File: src/rtl/mem_access.sv
// mem_access: memory-access pipeline stage.
// Takes the EX/MEM register and runs loads and stores over a
// single-outstanding req/ack data-memory port. Store data is lane-replicated
// with byte enables. Load data is extracted and sign- or zero-extended. The
// selected writeback value is registered into MEM/WB.
//
// Optional feature: define MEM_TIMEOUT_EN to abort a transfer after
// TIMEOUT_CYCLES stalled cycles without ack (the result is a bus error).
//
// Ports:
//   clk, rst_n           clock, synchronous active-low reset
//   *_mem                EX/MEM register fields (address/ALU value, store
//                        data, link PC, width, signedness, rd/wr request,
//                        writeback select, destination, write enable)
//   dmem_*               data-memory request/ack port
//   stall_mem            freezes EX/MEM while a transfer is pending
//   *_wb                 MEM/WB register outputs
module mem_access #(
  parameter int unsigned TIMEOUT_CYCLES = 255
) (
  input  logic        clk,
  input  logic        rst_n,
  input  logic [31:0] alu_result_mem,
  input  logic [31:0] write_data_mem,
  input  logic [31:0] next_pc_mem,
  input  logic [1:0]  read_width_mem,
  input  logic        read_unsigned_mem,
  input  logic        rd_en_mem,
  input  logic        mem_wrt_en_mem,
  input  logic [1:0]  wb_sel_mem,
  input  logic [4:0]  wrt_dst_mem,
  input  logic        reg_wrt_en_mem,
  output logic        dmem_req,
  output logic        dmem_we,
  output logic [31:0] dmem_addr,
  output logic [3:0]  dmem_be,
  output logic [31:0] dmem_wdata,
  input  logic        dmem_ack,
  input  logic [31:0] dmem_rdata,
  output logic        stall_mem,
  output logic [31:0] wbdata_wb,
  output logic [4:0]  wrt_dst_wb,
  output logic        reg_wrt_en_wb,
  output logic        misalign_wb,
  output logic        bus_err_wb
);

`ifdef MEM_TIMEOUT_EN
  localparam int unsigned CntLog = $clog2(TIMEOUT_CYCLES + 1);
  localparam int unsigned CntW   = (CntLog > 8) ? CntLog : 8;

  typedef enum logic [1:0] {S_IDLE = 2'd0, S_WAIT = 2'd1, S_ABORT = 2'd2} state_e;
`else
  typedef enum logic [1:0] {S_IDLE = 2'd0, S_WAIT = 2'd1} state_e;
`endif

  state_e      state_q;
  logic [31:0] wbdata_q;
  logic [4:0]  wrt_dst_q;
  logic        reg_wrt_en_q;
  logic        misalign_q;

  logic [1:0]  off_c;
  logic        pending_c;
  logic        bad_align_c;
  logic        misalign_c;
  logic        abort_c;
  logic [31:0] lane_c;
  logic [31:0] load_c;
  logic [31:0] wb_mux_c;

  assign off_c     = alu_result_mem[1:0];
  assign pending_c = rd_en_mem | mem_wrt_en_mem;
  // Shift the addressed lane down to bit 0 for sub-word extraction.
  assign lane_c    = dmem_rdata >> {off_c, 3'b000};

  // Width decode: byte enables, store replication, load extension, alignment.
  always_comb begin
    bad_align_c = 1'b0;
    dmem_be     = 4'b1111;
    dmem_wdata  = write_data_mem;
    load_c      = dmem_rdata;
    unique case (read_width_mem)
      2'b00: begin
        dmem_be    = 4'b0001 << off_c;
        dmem_wdata = {4{write_data_mem[7:0]}};
        load_c     = {{24{~read_unsigned_mem & lane_c[7]}}, lane_c[7:0]};
      end
      2'b01: begin
        bad_align_c = off_c[0];
        dmem_be     = 4'b0011 << off_c;
        dmem_wdata  = {2{write_data_mem[15:0]}};
        load_c      = {{16{~read_unsigned_mem & lane_c[15]}}, lane_c[15:0]};
      end
      default: begin
        bad_align_c = (off_c != 2'b00);
      end
    endcase
  end

  assign misalign_c = pending_c & bad_align_c;

`ifdef MEM_TIMEOUT_EN
  logic [CntW-1:0] wait_cnt_q;
  logic            bus_err_q;
  logic            timeout_c;

  assign abort_c = (state_q == S_ABORT);
  // The arrival cycle already stalled once, so abort after TIMEOUT_CYCLES
  // stalled cycles in total.
  assign timeout_c = (32'(wait_cnt_q) + 32'd2 >= 32'(TIMEOUT_CYCLES));
  assign bus_err_wb = bus_err_q;
`else
  logic unused_timeout;

  assign abort_c        = 1'b0;
  assign unused_timeout = (TIMEOUT_CYCLES == 0);
  assign bus_err_wb     = 1'b0;
`endif

  // Request path is combinational; EX/MEM is frozen while stalled.
  assign dmem_req  = pending_c & ~misalign_c & ~abort_c & rst_n;
  assign dmem_we   = mem_wrt_en_mem;
  assign dmem_addr = {alu_result_mem[31:2], 2'b00};
  assign stall_mem = dmem_req & ~dmem_ack;

  // Writeback source select; stores never return load data.
  always_comb begin
    wb_mux_c = alu_result_mem;
    unique case (wb_sel_mem)
      2'b01:   wb_mux_c = mem_wrt_en_mem ? 32'd0 : load_c;
      2'b10:   wb_mux_c = next_pc_mem;
      default: wb_mux_c = alu_result_mem;
    endcase
  end

  // Transfer FSM and MEM/WB register.
  always_ff @(posedge clk) begin
    if (!rst_n) begin
      state_q      <= S_IDLE;
      wbdata_q     <= 32'd0;
      wrt_dst_q    <= 5'd0;
      reg_wrt_en_q <= 1'b0;
      misalign_q   <= 1'b0;
`ifdef MEM_TIMEOUT_EN
      wait_cnt_q   <= '0;
      bus_err_q    <= 1'b0;
`endif
    end else begin
      unique case (state_q)
        S_IDLE: begin
          if (dmem_req && !dmem_ack) begin
            state_q <= S_WAIT;
`ifdef MEM_TIMEOUT_EN
            wait_cnt_q <= '0;
`endif
          end
        end
        S_WAIT: begin
          if (dmem_ack) begin
            state_q <= S_IDLE;
          end
`ifdef MEM_TIMEOUT_EN
          else if (timeout_c) begin
            state_q <= S_ABORT;
          end else begin
            wait_cnt_q <= wait_cnt_q + CntW'(1);
          end
`endif
        end
        default: state_q <= S_IDLE;
      endcase

      if (stall_mem) begin
        // Bubble: data and destination hold, enables and flags clear.
        reg_wrt_en_q <= 1'b0;
        misalign_q   <= 1'b0;
`ifdef MEM_TIMEOUT_EN
        bus_err_q    <= 1'b0;
`endif
      end else begin
        wbdata_q     <= wb_mux_c;
        wrt_dst_q    <= wrt_dst_mem;
        reg_wrt_en_q <= reg_wrt_en_mem & ~misalign_c & ~abort_c;
        misalign_q   <= misalign_c;
`ifdef MEM_TIMEOUT_EN
        bus_err_q    <= abort_c;
`endif
      end
    end
  end

  assign wbdata_wb     = wbdata_q;
  assign wrt_dst_wb    = wrt_dst_q;
  assign reg_wrt_en_wb = reg_wrt_en_q;
  assign misalign_wb   = misalign_q;

endmodule

File: config.mk
export PLATFORM = sky130hd
export DESIGN_NAME = mem_access
export DESIGN_NICKNAME = d
export VERILOG_FILES = /design/src/rtl/mem_access.sv
export SDC_FILE = /design/constraint.sdc
export NUM_CORES = 1
export LEC_CHECK = 0
export ABC_CLOCK_PERIOD_IN_PS = 5700
export BUFFER_PORTS_ARGS = -buffer_cell sky130_fd_sc_hd__buf_2
export CORE_AREA = 3 3 96 98
export DETAILED_ROUTE_END_ITERATION = 12
export DIE_AREA = 0 0 99 101
export GPL_TIMING_DRIVEN = 0
export PLACE_DENSITY = 0.82
export REMOVE_ABC_BUFFERS = 1
export SLEW_MARGIN = 5
export SYNTH_ARGS = -nofsm -noshare
export SYNTH_HDL_FRONTEND = slang
export SYNTH_SLANG_ARGS = --single-unit
File: constraint.sdc
create_clock -name clk -period 5.7 [get_ports clk]
set_input_delay 1.14 -clock clk [delete_from_list [all_inputs] [get_ports clk]]
set_output_delay 1.14 -clock clk [all_outputs]
set_load 0.02 [all_outputs]
# --- Yosys cells after proc, flatten, opt, wreduce, memory -nomap -nowiden ---
# Index checks and enable logic that the tools add are counted.
# Widths: inputs -> output; s select.
classes:
  eq_ne: 3
  n_reduce_logical: 3
  muxes: 6
  magnitude_cmp: 0
  shifts: 3
  bitwise: 12
  n_div: 0
  n_mul: 0
  add_sub_neg: 0
op_table:
  columns: ["cell", "n"]
  rows:
  - ["$pmux 32 s2", 3]
  - ["$mux 32", 1]
  - ["$shr 32x5->16", 1]
  - ["$pmux 4 s2", 1]
  - ["$and 1x1->1", 7]
  - ["$eq 2x1->1 const B", 2]
  - ["$not 1->1", 4]
  - ["$shl 1x2->4 const A", 1]
  - ["$shl 2x2->4 const A", 1]
  - ["$eq 2x2->1 const B", 1]
  - ["$logic_not 2->1", 1]
  - ["$pmux 1 s2", 1]
  - ["$reduce_bool 2->1", 1]
  - ["$reduce_or 2->1", 1]
  - ["$or 1x1->1", 1]
word_totals:
  reg_bits: 39
  inputBits: 144
  latchBits: 0
  output_inout_bits: 111
  ramBits: 0
  rom_bits: 0
  n_memories: 0

# --- Depth between registers and ports, before layout ---
# Gate-level depths: netlist of run 1.
depth:
  ltp_word: 8
  depth_mapped: 8
  ltp_nobuf: 6

# --- Least setup slack after synthesis of run 1 ---
# OpenSTA, ideal clock, no wires.
synth_path:
  path_type: "input port to output port"
  from: "in read_width_mem[0]"
  to: "out dmem_wdata[24]"
  t_required_ns: 4.560
  n_path_buf: 2
  path_stages: 4
  setup_slack_ns: 2.226
  arrival_time_ns: 2.334
  cell_sequence: "buf_2 buf_1 mux2i_1 o21ai_0"
synth_between:
  elab_chain_cells: 2
  elab_cells_between_ends: 3
synth_rtl:
  columns: ["element", "line", "rtl"]
  rows:
  - ["start: declaration", "26", "input logic [1:0] read_width_mem,"]
  - ["$eq 2x1->1 / $logic_not 2->1 (equally long branches)", "83", "unique case (read_width_mem)"]
  - ["$pmux 32 s2 *", "83", null]
  - ["end: declaration", "37", "output logic [31:0] dmem_wdata,"]
# Every way passes the cells marked *; elsewhere a longest branch is shown, timed or not.

# --- Worst setup path in the final report of run 1 ---
layout_path:
  from: "in alu_result_mem[0]"
  to: "out stall_mem"
layout_between:
  elab_chain_cells: 7
layout_rtl:
  columns: ["element", "line", "rtl"]
  rows:
  - ["start: declaration", "23", "input logic [31:0] alu_result_mem,"]
  - ["$reduce_bool 2->1", "96", "bad_align_c = (off_c != 2'b00);"]
  - ["$pmux 1 s2 *", "83", null]
  - ["$and 1x1->1 *", "101", "assign misalign_c = pending_c & bad_align_c;"]
  - ["$not 1->1 *", "122", "assign dmem_req = pending_c & ~misalign_c & ~abort_c & rst_n;"]
  - ["$and 1x1->1 * (2 in series)", "122", null]
  - ["$and 1x1->1 *", "125", "assign stall_mem = dmem_req & ~dmem_ack;"]
  - ["end: declaration", "40", "output logic stall_mem,"]
# Marked as above.

==> flow_summary.toml, run 1 <==
[outcome]
status = "complete, no violations"

[placement]
routabilityCongestion = 0.779
port_buffers = 251
dpl.hpwl_um = 10100
postPlaceCellArea_sq_um = 4560

[setup_path]
crit_type = "input pin to output port"
r2r_slack_ns = 4.88
cp_slowest_cell = "and4bb_1"
critical_path.most_common_cell = "buf_2"
startpoint = "alu_result_mem[0]"
crit_path_end = "stall_mem"
cp_max_fo = 35
rr_startpoint = "wbdata_wb[1]"
reg2regPathDepth = 2
timing.rr.end = "wbdata_wb[1]"
cp.required_ns = 4.56
critPathLaunchType = "input pin"
crit_chain = "buf_2, o21ai_2, and4bb_1, buf_2"
cp.arrival_ns = 3.35
cp-end-kind = "output port"
slowest_delay_ns = 1.14

[pwr]
vdd_ir_drop_max_v = 0.000109
p_leak_nw = 2.30
p_per_area_nw_per_um2 = 191

[job]
max-cap-violations = 0

[route]
vias_per_cell = 5.73
drt_first_pass_iters = 7
vias = 4134
drt_iter0_drc = 245
drt_wl_total_um = 13500
wl_per_cell_um = 18.7
ant_nets = 0
drc = 0

[yosys]
synthesis.instances = 435
avgSynthCellArea_sq_um = 8.25
synth_warnings = 0
syn-cell-area_sq_um = 3590
synth.distinct_cells = 49
synth_seq_cells = 39
yosysSeqAreaShare_pct = 21.7

[floorplanning]
fp.dieArea_sq_um = 10000
start_util_pct = 42.0
rows = 34
pin_count = 255
coreArea_sq_um = 8550
die_y_um = 101
die_w_um = 99

[timing]
hold_viol = 0
rsz0062_at_grt = "false"
skew_ns = 0
max_slew.worst_pin.slew_ns = 1.32
setup_violations = 0
relSlewSlack_pct = 12.1
fin_crit_ns = 4.49
fmax_mhz = 223
tns_ns = 0
slew_viol_final = 0
fin_crit_sh_pct = 78.8

[global_routing]
track_usage_pct = 24.4
grt_start_max_net_pins = 51
antenna_found_initial = 0
first_global_vias = 3899
grt_overflow_total = 0
grt_pass1_wl_um = 19900

[clocking]
cts.sinks = 39
ctsHtreeMaxLevel = 2
postCtsSetupBuffers = 0
cts_hold_buf = 0
clock_latency_ns = 0.28
cts_made_buffers = 5
cts-resized-gates = 0
path_clk_slew_ns = 0.08
clk_path_buf_depth = 2
cts_tree = "yes"
root_buffer = "clkbuf_8"

[cells_and_area]
final_cell_mix = "buf_2 (251), nand2_1 (40), dfxtp_1 (39)"
final_area_sq_um = 4630
n_antenna_cell = 0
layout.nets = 761
syn2layout_area_growth_pct = 29.1
layout-drive-gt1-share_pct = 47.9
layout_commonest_cell = "buf_2"

[min_path]
hold_path_class = "flop to flop"
hold_depth = 2
-- cell type report --
type	count	area [sq um]
well taps	108	135
clock inverters	1	7.51
inverters	8	30.0
clock buffers	5	68.8
multi-input cells	307	2290
fillers	837	3920
repair buffers	254	1320
flip-flops and latches	39	781
-- per-stage QoR --
step / hold slack (ns) / instances / utilization [%] / total power, mW / worst slack, ns
final: 0.457 / 722 / 54.2 / 0.887 / 1.21
after global routing: 0.473 / 722 / 54.2 / 0.937 / 1.11
after CTS: 0.460 / 722 / 54.2 / 0.894 / 1.20
after detailed placement: 0.441 / 716 / 53.3 / 0.708 / 1.20
after global placement: 0.430 / 713 / 52.3 / 0.690 / 0.634
after floorplan: 0.536 / 354 / - / 0.511 / 2.21
-- routing by layer --
metal  GRT usage [%]  share of wire, %  vias to the layer above
met5               0                 0                        -
met2            41.6                49                      225
met4            6.41              0.79                        0
met1            30.9                40                     1924
met3            5.95               9.7                       12
li1                -                 -                     1973
-- sequential cells by signal, indices dropped and copies added (netlist names) --
register       count
reg_wrt_en_wb      1
misalign_wb        1
wbdata_wb         32
wrt_dst_wb         5
-- critical path, delay by kind of cell --
family	cells	cell delay, ns
simple gates	1	1.14
buf+inv	2	0.66
compound gates	1	0.39
-- where the power goes --
group	internal, mW	total [mW]	leakage [nW]	switching, mW
clock	0.0815	0.183	0.0361	0.101
combinational	0.159	0.396	1.94	0.237
sequential	0.296	0.309	0.322	0.0128
total	0.536	0.887	2.30	0.351
-- cells in the mapped netlist (all sizes together) --
| cell | n | share of area, % |
|---|---|---|
| a22oi | 7 | 1.5 |
| o21ba | 1 | 0.28 |
| a2bb2oi | 7 | 1.7 |
| a21bo | 1 | 0.28 |
| nand2b | 24 | 4.2 |
| a21oi | 20 | 2.8 |
| inv | 7 | 0.73 |
| and4bb | 2 | 0.70 |
| o211a | 1 | 0.28 |
| nand2 | 40 | 4.2 |
| a211o | 1 | 0.24 |
| a221o | 3 | 0.84 |
| clkbuf | 13 | 1.4 |
| a222oi | 6 | 1.7 |
| nor4b | 1 | 0.24 |
| o211ai | 1 | 0.21 |
| mux2 | 24 | 7.7 |
| o22ai | 16 | 2.8 |
| o221ai | 7 | 1.7 |
| clkinv | 1 | 0.10 |
| buf | 70 | 13 |
| a221oi | 8 | 2.4 |
| a31oi | 4 | 0.70 |
| nor4 | 1 | 0.17 |
| mux2i | 35 | 9.8 |
| a32o | 7 | 2.0 |
| a211oi | 1 | 0.21 |
| o21ai | 28 | 4.0 |
| conb | 1 | 0.10 |
| a22o | 16 | 3.9 |
| nor3b | 1 | 0.21 |
| o2111ai | 16 | 3.9 |
| nor2b | 3 | 0.52 |
| nand3b | 2 | 0.42 |
| ha | 2 | 0.70 |
| nor2 | 8 | 0.91 |
| nand3 | 8 | 1.3 |
| dfxtp | 39 | 22 |
| o2111a | 1 | 0.31 |
| nor4bb | 1 | 0.28 |
-- how the worst min path moves through the flow --
stage / startpoint / end
final: wrt_dst_wb[1] / wrt_dst_wb[1]
after global routing: wrt_dst_wb[1] / wrt_dst_wb[1]
after CTS: wbdata_wb[15] / wbdata_wb[15]
after detailed placement: wrt_dst_wb[1] / wrt_dst_wb[1]
after global placement: wrt_dst_wb[2] / wrt_dst_wb[2]
after floorplan: wrt_dst_wb[0] / wrt_dst_wb[0]
-- cell families after synthesis --
logic type                 Yosys count  synth area share [%]
DFF                                 39                  21.7
muxes                               59                  17.5
AOI/OAI and AO/OA                  152                  31.7
adders and majority gates            2                 0.697
buffers and inverters               91                  15.2
and+or+nand+nor                     91                  13.1
other                                1                 0.104
(Power assumes the default switching activity.)
==> inputs of run 2 (changes only) <==
ABC_AREA = 1   (was not set)
ABC_CLOCK_PERIOD_IN_PS = 4400   (was 5700)
CORE_AREA = 3 3 98 100   (was 3 3 96 98)
DIE_AREA = 0 0 101 103   (was 0 0 99 101)
PLACE_DENSITY = 0.78   (was 0.82)
clock period = 4.4 ns   (was 5.7 ns; I/O delays follow)
==> run 2 against run 1 <==
Net effect: sequential share of layout area is 0.45 points higher; global-route usage is 0.59 points lower; wire length is 2.8% lower; worst hold slack worse by 0.0043 ns; clock skew stayed put; largest power group unchanged; highest routed layer is now met5.
==> flow_summary.toml, run 2 <==
[global_routing]
grt_overflow_total = 0
grt_start_max_net_pins = 39
grt_pass1_wl_um = 19900
first_global_vias = 4031
track_usage_pct = 23.8
antenna_found_initial = 1

[setup_path]
crit_cells = 7
cp.required_ns = 3.52
critical_path.most_common_cell = "buf_2"
crit_chain = "buf_2, inv_2, o21ai_0, nand2_1, nand3b_1, clkinvlp_4, buf_2"
slowest_delay_ns = 0.49
r2r_slack_ns = 3.84
crit_type = "input pin to output port"
critPathBufInv = 4
cp.arrival_ns = 3.24
timing.rr.end = "wbdata_wb[7]"
path_delay_family = "buffers and inverters"
crit_path_end = "stall_mem"
cp-end-kind = "output port"
cp_slowest_cell = "buf_2"
cp_max_fo = 35
critPathLaunchType = "input pin"
rr_startpoint = "wbdata_wb[7]"
reg2regPathDepth = 2
startpoint = "read_width_mem[1]"

[timing]
slew_viol_final = 0
rsz0062_at_grt = "false"
hold_viol = 0
fmax_mhz = 243
fin_crit_ns = 4.12
max_slew.worst_pin.slew_ns = 1.04
skew_ns = 0
fin_crit_sh_pct = 93.6
tns_ns = 0
setup_violations = 0
relSlewSlack_pct = 30.4
worst_hold_slack_ns = 0.453

[yosys]
synth_seq_cells = 39
yosysTopAreaCell = "nand2_1"
yosys-top-cells-count = "nand2_1 (261), nor2_1 (100), buf_4 (44)"
synth_top_area_share_pct = 28.1
syn-cell-area_sq_um = 3490
yosysSeqAreaShare_pct = 22.4
synth_area_leaders = "nand2_1 (28%), dfxtp_1 (22%), nor2_1 (11%), buf_4 (9.5%), a21oi_1 (5.2%)"
synth.distinct_cells = 26
synthesis.instances = 631
ys.flop_type = "dfxtp_1"
synth_edf_count = 0
async_flop_share_pct = 0
avgSynthCellArea_sq_um = 5.53
yosysMostFrequentCell = "nand2_1"
synth_warnings = 0

[clocking]
ctsHtreeMaxLevel = 2
cts_hold_buf = 0
cts.sinks = 39
clock_latency_ns = 0.29
cts-resized-gates = 0
root_buffer = "clkbuf_8"
cts_made_buffers = 5
cts_tree = "yes"
postCtsSetupBuffers = 0
clk_path_buf_depth = 2
path_clk_slew_ns = 0.08

[cells_and_area]
syn2layout_area_growth_pct = 29.4
multi_input_area_sq_um = 2090
layout-drive-gt1-share_pct = 34.6
n_antenna_cell = 0
regArea_sq_um = 781
final_cells = 926
fillers = 980
layout.nets = 963
layout_commonest_cell = "nand2_1"
largest_register_ff_count = 32
final_cell_mix = "nand2_1 (261), buf_2 (251), nor2_1 (100)"

[route]
drt_iter0_drc = 341
vias = 4375
vias_per_cell = 4.72
ant_nets = 0
drt_first_pass_iters = 5
drc = 0
wl_per_cell_um = 14.1
drt_wl_total_um = 13100

[floorplanning]
coreArea_sq_um = 8760
fp.dieArea_sq_um = 10400
start_util_pct = 39.8
rows = 34
die_y_um = 103
die_w_um = 101
pin_count = 255

[pwr]
p_leak_nw = 2.69
vdd_ir_drop_max_v = 0.000154
p_per_area_nw_per_um2 = 278

[placement]
routabilityCongestion = 0.862
port_buffers = 251
dp_cells = 917
dpl.hpwl_um = 9630

[min_path]
hold_path_class = "flop to flop"

[job]
max-cap-violations = 0

[outcome]
status = "complete, no violations"
## run 2: cell types whose count changed after synthesis, sizes merged, moves of 16 or more
| cell | change |
|---|---|
| a21oi | +16 |
| a22o | -16 |
| inv | +20 |
| mux2 | -24 |
| mux2i | -35 |
| nand2 | +234 |
| nand2b | -24 |
| nand3 | +26 |
| nor2 | +93 |
| o2111ai | -16 |
| o22ai | -16 |
## run 2: routing by layer
metal / part of all wire (%) / track usage (%) / routed length, um
met1: 44 / 31.5 / 5720
met2: 47 / 40.4 / 6140
met3: 8.5 / 5.14 / 1110
met4: 0.90 / 4.60 / 118
met5: 0.053 / 0 / 7
## run 2: final cells by class
| class | count | share of cell area (%) |
|---|---|---|
| Timing Repair inverter | 1 | 0.111 |
| Inverter | 28 | 2.41 |
| Tap cell | 108 | 2.99 |
| Timing Repair Buffer | 251 | 27.8 |
| Clock buffer | 5 | 1.52 |
| Sequential cell | 39 | 17.3 |
| Multi-Input combinational cell | 491 | 46.3 |
| Clock inverter | 3 | 1.50 |
## run 2: worst min-delay path by stage
stage / startpoint / end / slack [ns] / depth (start not counted)
after floorplan: wbdata_wb[10] / wbdata_wb[10] / 0.53 / 2
after global placement: wbdata_wb[3] / wbdata_wb[3] / 0.43 / 2
after detailed placement: wrt_dst_wb[2] / wrt_dst_wb[2] / 0.43 / 2
after CTS: wrt_dst_wb[2] / wrt_dst_wb[2] / 0.45 / 2
after global routing: wbdata_wb[29] / wbdata_wb[29] / 0.47 / 2
final: wbdata_wb[29] / wbdata_wb[29] / 0.45 / 2
## run 2: metrics by stage
step                cell area [sq um]  setup WS (ns)  power, mW  util [%]
finish                           4510          0.282       1.25      51.5
detailed placement               4370        0.00841      0.893      49.8
floorplan                        2970           1.33      0.661         -
global route                     4510         0.0596       1.33      51.5
CTS                              4500        0.00495       1.26      51.4
global placement                 4370         0.0273      0.889      49.8
## run 2: worst min-delay path, stage by stage, from the launching register on
cell and delay, ns:
dfxtp_1 0.31, nand2_1 0.06, nand2_1 0.04
## run 2: kinds of logic (layout without fill, tap and decap cells)
kind of cell | count (synthesis) | after routing | synth area share [%]
AO/OA/AOI/OAI | 75 | 75 | 11.4
other | 1 | 3 | 0.108
AND/OR/NAND/NOR | 411 | 411 | 47.4
flip-flops | 39 | 39 | 22.4
adder cells (fa/ha/maj) | 2 | 2 | 0.717
buffers and inverters | 103 | 288 | 18.0
## run 2: power breakdown
part / switching, mW / internal (mW) / total, mW
clock: 0.140 / 0.226 / 0.366
combinational: 0.314 / 0.167 / 0.482
sequential: 0.0164 / 0.389 / 0.405
==> inputs of run 3 (changes only) <==
BUFFER_PORTS_ARGS = -buffer_cell sky130_fd_sc_hd__buf_4   (was -buffer_cell sky130_fd_sc_hd__buf_2)
==> run 3 against run 2 <==
Net effect: sequential power is 1% higher; worst setup slack improved by 0.13 ns; clock skew unchanged; first-iteration DRC count increased by 2.1%; cell count is 0.11% lower; critical path type unchanged; critical endpoint unchanged; largest cell class unchanged.
==> flow_summary.toml, run 3 (synthesized netlist as in run 2, its figures left out) <==
[outcome]
status = "complete, no violations"

[cells_and_area]
regArea_sq_um = 781
final_cell_mix = "nand2_1 (261), buf_4 (251), nor2_1 (100)"
largest_register_ff_count = 32
multi_input_area_sq_um = 2090
layout_commonest_cell = "nand2_1"
n_antenna_cell = 0
layout.nets = 962
fillers = 871
syn2layout_area_growth_pct = 45.9
layout-drive-gt1-share_pct = 34.5

[floorplanning]
rows = 34
fp.dieArea_sq_um = 10400
start_util_pct = 39.8
die_w_um = 101
coreArea_sq_um = 8760
pin_count = 255
die_y_um = 103

[setup_path]
cp.required_ns = 3.52
crit_type = "input pin to output port"
r2r_slack_ns = 3.83
rr_startpoint = "wbdata_wb[2]"
cp_max_fo = 38
startpoint = "read_width_mem[1]"
critPathLaunchType = "input pin"
cp-end-kind = "output port"
cp.arrival_ns = 3.11

[clocking]
cts_tree = "yes"
clock_latency_ns = 0.29
ctsHtreeMaxLevel = 2
path_clk_slew_ns = 0.09
clk_path_buf_depth = 2
postCtsSetupBuffers = 0
cts.sinks = 39
cts_made_buffers = 5
root_buffer = "clkbuf_8"

[pwr]
p_leak_nw = 2.86
p_per_area_nw_per_um2 = 241
vdd_ir_drop_max_v = 0.000130

[timing]
rsz0062_at_grt = "false"
fmax_mhz = 250
fin_crit_ns = 3.99
slew_viol_final = 0
fin_crit_sh_pct = 90.7
skew_ns = 0
setup_violations = 0
relSlewSlack_pct = 30.6
max_slew.worst_pin.slew_ns = 1.04
worst_hold_slack_ns = 0.457
hold_viol = 0
tns_ns = 0

[placement]
routabilityCongestion = 0.889
dpl.hpwl_um = 10300
port_buffers = 251

[job]
max-cap-violations = 0

[global_routing]
first_global_vias = 4321
grt_pass1_wl_um = 21200
track_usage_pct = 25.2
grt_overflow_total = 0
antenna_found_initial = 0
grt_start_max_net_pins = 39

[route]
vias = 4549
ant_nets = 0
drt_first_pass_iters = 5
drt_iter0_drc = 348
drc = 0
vias_per_cell = 4.92
wl_per_cell_um = 14.8
drt_wl_total_um = 13700

[min_path]
hold_path_class = "flop to flop"
min_from = "wbdata_wb[29]"
==> run 3: repair_timing <==
action	CTS	global route
hold buffers	0	0
gates resized for setup	0	1
setup endpoints to repair	0	1
hold endpoints to repair	0	0
==> run 3: final cells by class <==
class | instances | share of cell area (%)
Multi-Input combinational cell | 491 | 41.1
Clock buffer | 5 | 1.35
Tap cell | 108 | 2.66
Sequential cell | 39 | 15.3
Clock inverter | 3 | 0.393
Inverter | 28 | 2.14
Timing Repair Buffer | 251 | 37.0
==> run 3: worst max-delay path, cell delays in order <==
cell and delay [ns]:
buf_4 0.31, inv_2 0.36, o21ai_0 0.17, nand2_1 0.11
nand3b_1 0.19, clkinvlp_4 0.63, buf_4 0.41
==> run 3: layer usage <==
| metal | vias to the layer above | GRT usage, % | part of all wire, % | routed length, um |
|---|---|---|---|---|
| li1 | 2284 | - | - | - |
| met1 | 2043 | 32.7 | 42 | 5780 |
| met2 | 210 | 43.6 | 48 | 6650 |
| met3 | 12 | 4.53 | 8.5 | 1170 |
| met4 | 0 | 6.03 | 0.88 | 121 |
| met5 | - | 0 | 0 | 0 |
==> run 3: path summary, 6_finish.rpt <==
check / end / depth (start not counted)
worst max-delay path: stall_mem / 7
worst min-delay path: wbdata_wb[29] / 2
worst min register to register: wbdata_wb[29] / 2
worst max register to register: wbdata_wb[2] / 2
==> run 3: report_power, final <==
group / internal [mW] / leakage [nW] / switching [mW]
clock network: 0.111 / 0.0402 / 0.143
logic: 0.244 / 2.50 / 0.320
registers: 0.389 / 0.324 / 0.0198
==> run 3: stage by stage <==
step | total power [mW] | std cells | utilization [%] | instance area, sq um | setup WS, ns
after global routing | 1.30 | 925 | 58.1 | 5090 | 0.188
after floorplan | 0.661 | 558 | - | 2970 | 1.33
final | 1.23 | 925 | 58.1 | 5090 | 0.408
after CTS | 1.24 | 925 | 58.0 | 5080 | 0.150
after detailed placement | 0.978 | 917 | 57.0 | 4990 | 0.153
after global placement | 0.968 | 917 | 57.0 | 4990 | 0.226
